<file path="config.mk">
export PLATFORM = sky130hd
export DESIGN_NAME = sme_job_feeder
export DESIGN_NICKNAME = d
export VERILOG_FILES = /design/src/rtl/sme_job_feeder.sv
export SDC_FILE = /design/constraint.sdc
export NUM_CORES = 1
export LEC_CHECK = 0
export BUFFER_PORTS_ARGS = -buffer_cell sky130_fd_sc_hd__buf_2
export CORE_MARGIN = 5
export CORE_UTILIZATION = 55
export DETAILED_ROUTE_END_ITERATION = 6
export PLACE_DENSITY = 0.73
export SLEW_MARGIN = 30
export SYNTH_ARGS = -nofsm -noshare
export SYNTH_HDL_FRONTEND = slang
export SYNTH_SLANG_ARGS = --single-unit
</file>
<file path="constraint.sdc">
create_clock -name clk -period 2.61 [get_ports clk]
set_input_delay 0 -clock clk [delete_from_list [all_inputs] [get_ports clk]]
set_output_delay 0 -clock clk [all_outputs]
set_load 0.005 [all_outputs]
</file>
<file path="src/rtl/sme_job_feeder.sv">
// Buffers one tagged host job (string + pattern), replays it into the SME and returns the result.
// Define SME_FEED_STATS_EN to add the stat_jobs / stat_matches counters.
module sme_job_feeder #(
    parameter int unsigned STR_MAX = 32,
    parameter int unsigned PAT_MAX = 8,
    parameter int unsigned TIMEOUT = 511
) (
    input  logic        clk,
    input  logic        reset_n,
    input  logic        in_valid,
    output logic        in_ready,
    input  logic [1:0]  in_type,
    input  logic [7:0]  in_data,
    output logic [7:0]  sme_chardata,
    output logic        sme_isstring,
    output logic        sme_ispattern,
    input  logic        sme_valid,
    input  logic        sme_match,
    input  logic [4:0]  sme_match_index,
    output logic        res_valid,
    input  logic        res_ready,
    output logic        res_match,
    output logic [4:0]  res_index,
    output logic [1:0]  res_err
`ifdef SME_FEED_STATS_EN
    ,
    output logic [15:0] stat_jobs,
    output logic [15:0] stat_matches
`endif
);

    localparam int unsigned SIW = (STR_MAX > 1) ? $clog2(STR_MAX) : 1;
    localparam int unsigned PIW = (PAT_MAX > 1) ? $clog2(PAT_MAX) : 1;
    localparam int unsigned SCW = $clog2(STR_MAX + 1);
    localparam int unsigned PCW = $clog2(PAT_MAX + 1);

    localparam logic [SCW-1:0] STR_FULL  = SCW'(STR_MAX);
    localparam logic [PCW-1:0] PAT_FULL  = PCW'(PAT_MAX);
    localparam logic [8:0]     TMO_LIMIT = 9'(TIMEOUT);

    localparam logic [2:0] LOAD     = 3'd0;
    localparam logic [2:0] SEND_STR = 3'd1;
    localparam logic [2:0] SEND_PAT = 3'd2;
    localparam logic [2:0] WAIT     = 3'd3;
    localparam logic [2:0] RESULT   = 3'd4;

    localparam logic [1:0] TYPE_STR = 2'd0;
    localparam logic [1:0] TYPE_PAT = 2'd1;
    localparam logic [1:0] TYPE_EOJ = 2'd2;

    localparam logic [1:0] ERR_OK    = 2'd0;
    localparam logic [1:0] ERR_OVF   = 2'd1;
    localparam logic [1:0] ERR_EMPTY = 2'd2;
    localparam logic [1:0] ERR_TMO   = 2'd3;

    logic [2:0]     state_q, state_d;
    logic [SCW-1:0] s_cnt_q, s_cnt_d;
    logic [PCW-1:0] p_cnt_q, p_cnt_d;
    logic [SIW-1:0] str_idx_q, str_idx_d;
    logic [PIW-1:0] pat_idx_q, pat_idx_d;
    logic [8:0]     tmo_cnt_q, tmo_cnt_d;
    logic           err_q, err_d;
    logic           str_loaded_q, str_loaded_d;

    logic           res_match_d;
    logic [4:0]     res_index_d;
    logic [1:0]     res_err_d;
    logic [7:0]     chardata_d;
    logic           isstring_d, ispattern_d;

    logic [7:0]     str_buf [STR_MAX];
    logic [7:0]     pat_buf [PAT_MAX];

    logic           accept, str_wr, pat_wr;

    assign in_ready = (state_q == LOAD);
    assign accept   = in_valid && in_ready;
    assign str_wr   = accept && (in_type == TYPE_STR) && (s_cnt_q != STR_FULL);
    assign pat_wr   = accept && (in_type == TYPE_PAT) && (p_cnt_q != PAT_FULL);

    always_ff @(posedge clk) begin
        if (str_wr) str_buf[s_cnt_q[SIW-1:0]] <= in_data;
        if (pat_wr) pat_buf[p_cnt_q[PIW-1:0]] <= in_data;
    end

    always_comb begin
        state_d      = state_q;
        s_cnt_d      = s_cnt_q;
        p_cnt_d      = p_cnt_q;
        str_idx_d    = str_idx_q;
        pat_idx_d    = pat_idx_q;
        tmo_cnt_d    = tmo_cnt_q;
        err_d        = err_q;
        str_loaded_d = str_loaded_q;
        res_match_d  = res_match;
        res_index_d  = res_index;
        res_err_d    = res_err;

        case (state_q)
            LOAD: begin
                if (accept) begin
                    case (in_type)
                        TYPE_STR: begin
                            if (str_wr) s_cnt_d = s_cnt_q + 1'b1;
                            else        err_d = 1'b1;
                        end
                        TYPE_PAT: begin
                            if (pat_wr) p_cnt_d = p_cnt_q + 1'b1;
                            else        pat_idx_d = pat_idx_q;
                            if (!pat_wr) err_d = 1'b1;
                        end
                        TYPE_EOJ: begin
                            str_idx_d = '0;
                            pat_idx_d = '0;
                            if (err_q) begin
                                state_d     = RESULT;
                                res_match_d = 1'b0;
                                res_index_d = '0;
                                res_err_d   = ERR_OVF;
                            end else if (p_cnt_q == '0 || (s_cnt_q == '0 && !str_loaded_q)) begin
                                state_d     = RESULT;
                                res_match_d = 1'b0;
                                res_index_d = '0;
                                res_err_d   = ERR_EMPTY;
                            end else if (s_cnt_q != '0) begin
                                state_d = SEND_STR;
                            end else begin
                                // SME still holds the string from the previous job
                                state_d = SEND_PAT;
                            end
                        end
                        default: ;
                    endcase
                end
            end
            SEND_STR: begin
                if (SCW'(str_idx_q) + 1'b1 == s_cnt_q) begin
                    state_d      = SEND_PAT;
                    str_idx_d    = '0;
                    str_loaded_d = 1'b1;
                end else begin
                    str_idx_d = str_idx_q + 1'b1;
                end
            end
            SEND_PAT: begin
                if (PCW'(pat_idx_q) + 1'b1 == p_cnt_q) begin
                    state_d   = WAIT;
                    pat_idx_d = '0;
                    tmo_cnt_d = '0;
                end else begin
                    pat_idx_d = pat_idx_q + 1'b1;
                end
            end
            WAIT: begin
                tmo_cnt_d = tmo_cnt_q + 1'b1;
                if (sme_valid) begin
                    state_d     = RESULT;
                    res_match_d = sme_match;
                    res_index_d = sme_match_index;
                    res_err_d   = ERR_OK;
                end else if (tmo_cnt_q == TMO_LIMIT) begin
                    state_d      = RESULT;
                    res_match_d  = 1'b0;
                    res_index_d  = '0;
                    res_err_d    = ERR_TMO;
                    str_loaded_d = 1'b0;
                end
            end
            RESULT: begin
                if (res_ready) begin
                    state_d = LOAD;
                    s_cnt_d = '0;
                    p_cnt_d = '0;
                    err_d   = 1'b0;
                end
            end
            default: state_d = LOAD;
        endcase
    end

    // SME-side outputs are registered from the next state so they line up with the state itself
    always_comb begin
        chardata_d  = '0;
        isstring_d  = 1'b0;
        ispattern_d = 1'b0;
        if (state_d == SEND_STR) begin
            isstring_d = 1'b1;
            chardata_d = str_buf[str_idx_d];
        end else if (state_d == SEND_PAT) begin
            ispattern_d = 1'b1;
            chardata_d  = pat_buf[pat_idx_d];
        end
    end

    always_ff @(posedge clk or negedge reset_n) begin
        if (!reset_n) begin
            state_q       <= LOAD;
            s_cnt_q       <= '0;
            p_cnt_q       <= '0;
            str_idx_q     <= '0;
            pat_idx_q     <= '0;
            tmo_cnt_q     <= '0;
            err_q         <= 1'b0;
            str_loaded_q  <= 1'b0;
            sme_chardata  <= '0;
            sme_isstring  <= 1'b0;
            sme_ispattern <= 1'b0;
            res_valid     <= 1'b0;
            res_match     <= 1'b0;
            res_index     <= '0;
            res_err       <= '0;
        end else begin
            state_q       <= state_d;
            s_cnt_q       <= s_cnt_d;
            p_cnt_q       <= p_cnt_d;
            str_idx_q     <= str_idx_d;
            pat_idx_q     <= pat_idx_d;
            tmo_cnt_q     <= tmo_cnt_d;
            err_q         <= err_d;
            str_loaded_q  <= str_loaded_d;
            sme_chardata  <= chardata_d;
            sme_isstring  <= isstring_d;
            sme_ispattern <= ispattern_d;
            res_valid     <= (state_d == RESULT);
            res_match     <= res_match_d;
            res_index     <= res_index_d;
            res_err       <= res_err_d;
        end
    end

`ifdef SME_FEED_STATS_EN
    logic job_done;
    assign job_done = (state_q == RESULT) && res_ready;

    always_ff @(posedge clk or negedge reset_n) begin
        if (!reset_n) begin
            stat_jobs    <= '0;
            stat_matches <= '0;
        end else if (job_done) begin
            if (stat_jobs != 16'hFFFF) stat_jobs <= stat_jobs + 16'd1;
            if (res_match && res_err == ERR_OK && stat_matches != 16'hFFFF) begin
                stat_matches <= stat_matches + 16'd1;
            end
        end
    end
`endif

endmodule

</file>
* Yosys cells after proc, flatten, opt, wreduce, memory -nomap -nowiden
Memories as Yosys holds them, arrays and structs flattened.
Cells that the tools add are included.
** Cells by class
- Mux-type cells :: 70
- $add $sub $neg :: 7
- Reductions and logical operators :: 23
- Equality and inequality tests :: 30
** Operators by type and width (count)
- 2-to-1 mux 5 bit :: 9
- 2-to-1 mux 3 bit :: 12
- 2-to-1 mux 6 bit :: 4
- one-hot mux 5 bit (2 select lines) :: 2
- 2-to-1 mux 1 bit :: 19
- one-hot mux 9 bit (2 select lines) :: 1
- 2-to-1 mux 4 bit :: 4
- 2-to-1 mux 8 bit :: 2
- one-hot mux 3 bit (5 select lines) :: 1
- AND reduction 5 bit :: 3
- 2-to-1 mux 2 bit :: 7
- != test 2 x 1 -> 1 bit (second input constant) :: 6
- one-hot mux 6 bit (2 select lines) :: 1
- != test 2 bit (second input constant) :: 5
- adder 9 x 1 -> 9 bit (second input constant) :: 1
- == test 3 x 2 -> 1 bit (second input constant) :: 3
- == test 9 bit (second input constant) :: 1
- 2-to-1 mux 9 bit :: 1
- != test 3 bit (second input constant) :: 3
- one-hot mux 1 bit (2 select lines) :: 4
- one-hot mux 4 bit (2 select lines) :: 1
- nonzero test 2 bit :: 4
- adder 5 x 1 -> 6 bit (second input constant) :: 1
- adder 6 x 1 -> 6 bit (second input constant) :: 1
- 26 further kinds :: 34
** Word-level totals
- Bits in writable memories :: 320
- Memories :: 2
- Word-level logic and storage cells :: 147
- Input bits :: 21
- Flip-flop bits (word level) :: 51
- Output and inout port bits :: 20
** Memory list
- str_buf :: words 32, bits a word 8, read ports 1, clocked after Yosys merged registers in 0, write ports 1, RTL line 71 : logic [7:0] str_buf [STR_MAX];
- pat_buf :: words 8, bits a word 8, read ports 1, clocked after Yosys merged registers in 0, write ports 1, RTL line 72 : logic [7:0] pat_buf [PAT_MAX];

* Logic depth before layout (Yosys ltp)
- Depth after elaboration :: 11
- Gate-level depth with buffers :: 14
- Depth with buffers taken out :: 12

* Worst setup path before layout
OpenSTA, ideal clock, no wires.
- Path kind :: register to register
- Start point :: register pat_idx_q[0]
- End point :: register sme_chardata[7]
- Setup slack :: -166 ps
- Stages on the path, launching flop included :: 12
- Required time :: 2478 ps
- Data arrival time :: 2643 ps
- Path buffers :: 1
- Period minus slack after synthesis :: 2776 ps
- Setup time :: 132 ps
- Cell sequence :: dfrtp_1 -> ha_1 -> xor2_2 -> or3_4 -> a211oi_4 -> o31ai_4 -> buf_6 -> mux2i_1 -> mux2i_1 -> mux2_2 -> a22oi_1 -> nand4_1
** On the way
- Word-level cells in the longest chain between the ends :: 7
- Elaborated cells between the ends (all ways) :: 14
- Classes of those cells :: add/sub: 2; eq/ne: 3; mux: 8; memory: 1
** Ends and longest elaborated chain
- start: declaration :: RTL line 60 : logic [PIW-1:0] pat_idx_q, pat_idx_d;
- start signal: assignment :: RTL line 217 : pat_idx_q <= pat_idx_d;
- adder 3 x 1 -> 4 bit :: RTL line 146 : if (PCW'(pat_idx_q) + 1'b1 == p_cnt_q) begin
- == test 4 bit :: RTL line 146
- 2-to-1 mux 3 bit :: RTL line 146
- one-hot mux 3 bit (2 select lines) / one-hot mux 3 bit (5 select lines) (equally long branches) :: RTL line 99 : case (state_q)
- memory read (8 x 8 bit) / == test 3 x 2 -> 1 bit (equally long branches)
- 2-to-1 mux 8 bit :: RTL line 189 : end else if (state_d == SEND_PAT) begin
- 2-to-1 mux 8 bit * :: RTL line 186 : if (state_d == SEND_STR) begin
- named net chardata_d[7] :: RTL line 68 : logic [7:0] chardata_d;
- end signal: assignment :: RTL line 221 : sme_chardata <= chardata_d;
- end: declaration :: RTL line 14 : output logic [7:0] sme_chardata,
Mark *: on every way through the listed nets, which the timed path passes. The rest lies on a longest branch.
A chain may end at the register's enable or synchronous reset.

* Worst setup path in the final report
- Start point :: register pat_idx_q[1]
- End point :: register sme_chardata[0]
The elaborated chain is that of the path after synthesis.

==> metrics <==
syn_nets=roughly 1300; clock root cell=clkbuf_16; Layout Nets=between 1500 and 2000; first-pass GRT wire length=roughly 70 mm; Avg WL per Cell=23.2 um; syn avg cell area=approximately 13 sq um; Cell Rows=63; placed cells=approximately 1900; min-delay worst type=in2reg; Net Sw Frac=0.349; M1 GR Usage=0.386; mapped cell area=approximately 17000 sq um; Worst Skew=roughly 19 ps; Flop pwr share=0.323; ranking of synthesized cells by area=edfxtp_1, dfrtp_1, nand2_1, a221oi_1, mux2i_1; Post-DP HPWL=around 28 mm; clock buffer depth=3; RSZ-0062 raised after global routing=yes; total CTS buffers=39; Tmin final=around 3000 ps; Internal=between 10000 and 15000 uW; crit path kind=reg2reg; setup TNS=-3080 ps; Via Count=12400; die height=around 180 um; Ys Warns=0; cell area after layout=slightly above 20000 sq um; failing checks=DRC, setup timing; Total Wirelength=between 40 and 50 mm; slew margin rel.=0.371; commonest cells in the netlist=edfxtp_1, nand2_1, a221oi_1; Peak supply drop=between 600 and 700 uV; Worst Path Arrival=around 3400 ps; Net Sw Power=7470 uW; routability-driven placement congestion ratio=around 0.95; I/O Buffers=40; EDFF count, synth=320; vias in the first global route=roughly 12000; initial antenna violation count=0; clock slew at the register clock pins of the worst setup and hold paths=approximately 60 ps; Pleak=about 0.008 uW; Synth Flop Type=edfxtp_1; Die ar.=33900 sq um; post-synth cell types=72; synthesis-to-layout area growth=23.1%; top cell type's share of synthesized area=0.576; layout cell share with drive strength beyond 1=0.262; setup slack after layout=-425 ps; Final Slew Violations=0; Tot GR Track Use=0.264; most used routing layer=met2; #FFs+latches synth=around 370; Die X=~180 um; post-synthesis sequential area ratio=0.652; Worst Path Required=2970 ps; Worst setup EP type=flip-flop; Clk pwr share=0.241; Top-Level Pins=around 40; initial drt markers=roughly 1900; met3 Usage GRT=0.0446; combinational share of power=0.436; H-Tree Depth=2; Syn Inst Count=roughly 1300; number of routed nets with antenna violations=0; core area=29800 sq um; Clock Sinks=371; Highest Clock Rate=0.329 GHz; Skew-Pair Late Insertion Delay=~530 ps; Residual DRC=7; Initial Utilization=0.560; Yosys top cell by area=edfxtp_1; Vias per Instance=6.38; PD cells=1040 nW/um^2; status=finished with violations; final hold viol count=0; pin count of the biggest net entering global routing=between 60 and 70; crit-path max FO=25; Final Cycle Share=1.16; DRT Pass-1 Iters=7; Worst Setup Start Kind=flip-flop; worst-margin pin slew=between 900 and 1000 ps; max_cap viols=0; placed cell areas=18600 sq um; Finished Layout Cells=1952; GRT met2 Usage=0.413; Finish-stage setup viols=8; top-count cell post-synth=edfxtp_1; CTS tree=done; Async S/R FF share, synth=0.137; grt ovf=0
area by class of cell:
type	instances	area, sq um
Antenna cell	1	2.50
Clock buffer	49	1030
Clock inverter	20	141
Fill cell	2025	9260
Inverter	10	46.3
Multi-Input combinational cell	840	5620
Sequential cell	371	10900
Tap cell	390	488
Timing Repair Buffer	271	2320
timing repair:
item,in CTS,in global routing
buffers inserted,15,3
gates resized for setup,53,34
endpoints found under the hold margin,41,0
setup endpoints to repair,8,86
hold buffers,11,0
cloned,3,0
pin swaps,18,23
per-stage QoR:
stage | setup WS (ps) | hold WS (ps) | power [uW] | utilization
2_1_floorplan | -20.0 | -296 | 11700 | -
5_1_grt | -526 | 32.2 | 22300 | 0.689
3_5_place_dp | -648 | 68.7 | 15200 | 0.625
3_3_place_gp | -607 | 56.6 | 15100 | 0.625
6_report | -425 | 22.1 | 21400 | 0.689
4_1_cts | -406 | 7.31 | 21000 | 0.684
final timing paths:
| path | from | to | slack, ps | depth (start not counted) |
|---|---|---|---|---|
| max reg2reg | pat_idx_q[1]$_DFF_PN0_ | sme_chardata[0]$_DFF_PN0_ | -430 | 11 |
| min | in_type[0] | s_cnt_q[0]$_DFFE_PN0P_ | 20 | 5 |
| min reg2reg | res_err[0]$_DFFE_PN0P_ | res_err[0]$_DFFE_PN0P_ | 470 | 2 |
| min in group asynchronous | reset_n | res_index[0]$_DFFE_PN0P_ | 60 | 2 |
| max in group asynchronous | reset_n | str_idx_q[0]$_DFF_PN0_ | 1730 | 3 |
| max | pat_idx_q[1]$_DFF_PN0_ | sme_chardata[0]$_DFF_PN0_ | -430 | 11 |
critical path, cell delays in order (launching register included):
cell and delay [ps]:
dfrtp_1 410, ha_4 190, xor2_2 170, or3_4 340
a211oi_4 320, o31ai_4 140, buf_12 190, mux2i_1 170
mux2i_1 130, mux2_4 310, a22oi_2 310, nand4_1 170
power by group through the flow:
stage | clock network (uW) | logic [uW] | registers, uW
6_report | 5160 | 9320 | 6910
5_1_grt | 5470 | 9930 | 6930
4_1_cts | 5230 | 8900 | 6900
3_5_place_dp | 0 | 8170 | 7020
3_3_place_gp | 0 | 8040 | 7010
2_1_floorplan | 0 | 4730 | 7010
layout by cell type (no fill, tap or decap), types with 6 or more instances in the layout:
cell / n
a211oi_1: 7
a221oi_2: 8
dfrtp_1: 49
o22a_1: 7
o21bai_2: 6
a31oi_1: 51
nor3_1: 10
o211ai_1: 8
dlygate4sd3_1: 11
a21oi_2: 9
edfxtp_1: 320
o21ai_0: 28
mux2i_1: 61
clkbuf_1: 9
a22oi_2: 6
nand3b_1: 7
a211o_1: 7
buf_4: 190
nand3_1: 10
and2_1: 6
a221oi_1: 70
buf_2: 40
xnor2_1: 6
and3_1: 28
a21oi_1: 24
a221o_1: 7
nor2_1: 64
mux2_2: 7
ha_1: 8
a311oi_2: 7
xor2_1: 8
nand4_1: 16
clkinv_2: 10
nand2_1: 257
clkbuf_16: 40
a311oi_1: 9
buf_12: 17
a22o_1: 7
inv_1: 7
kinds of logic (layout without fill, tap and decap cells):
group,Yosys count,after routing,synth area share
AO/OA/AOI/OAI,313,313,0.142
buffers and inverters,106,350,0.0322
multiplexers,74,74,0.0451
XOR/XNOR,15,15,0.00832
adder cells (fa/ha/maj),10,10,0.00750
AND/OR/NAND/NOR,428,428,0.113
other,0,1,0
flip-flops,371,371,0.652
per-layer routing:
layer | vias up | wire length [um] | part of all wire
met5 | - | 0 | 0
met4 | 0 | 1480 | 0.033
met3 | 125 | 4650 | 0.10
met2 | 748 | 20800 | 0.46
met1 | 6066 | 18400 | 0.41
li1 | 5506 | - | -
flip-flops by register name, indices dropped and copies added (netlist names):
register / flops
res_err: 2
res_match: 1
err_q: 1
str_buf: 256
res_valid: 1
s_cnt_q: 6
p_cnt_q: 4
pat_idx_q: 3
str_loaded_q: 1
str_idx_q: 5
res_index: 5
tmo_cnt_q: 9
sme_chardata: 8
sme_isstring: 1
pat_buf: 64
state_q: 3
sme_ispattern: 1
(Power assumes the default switching activity.)
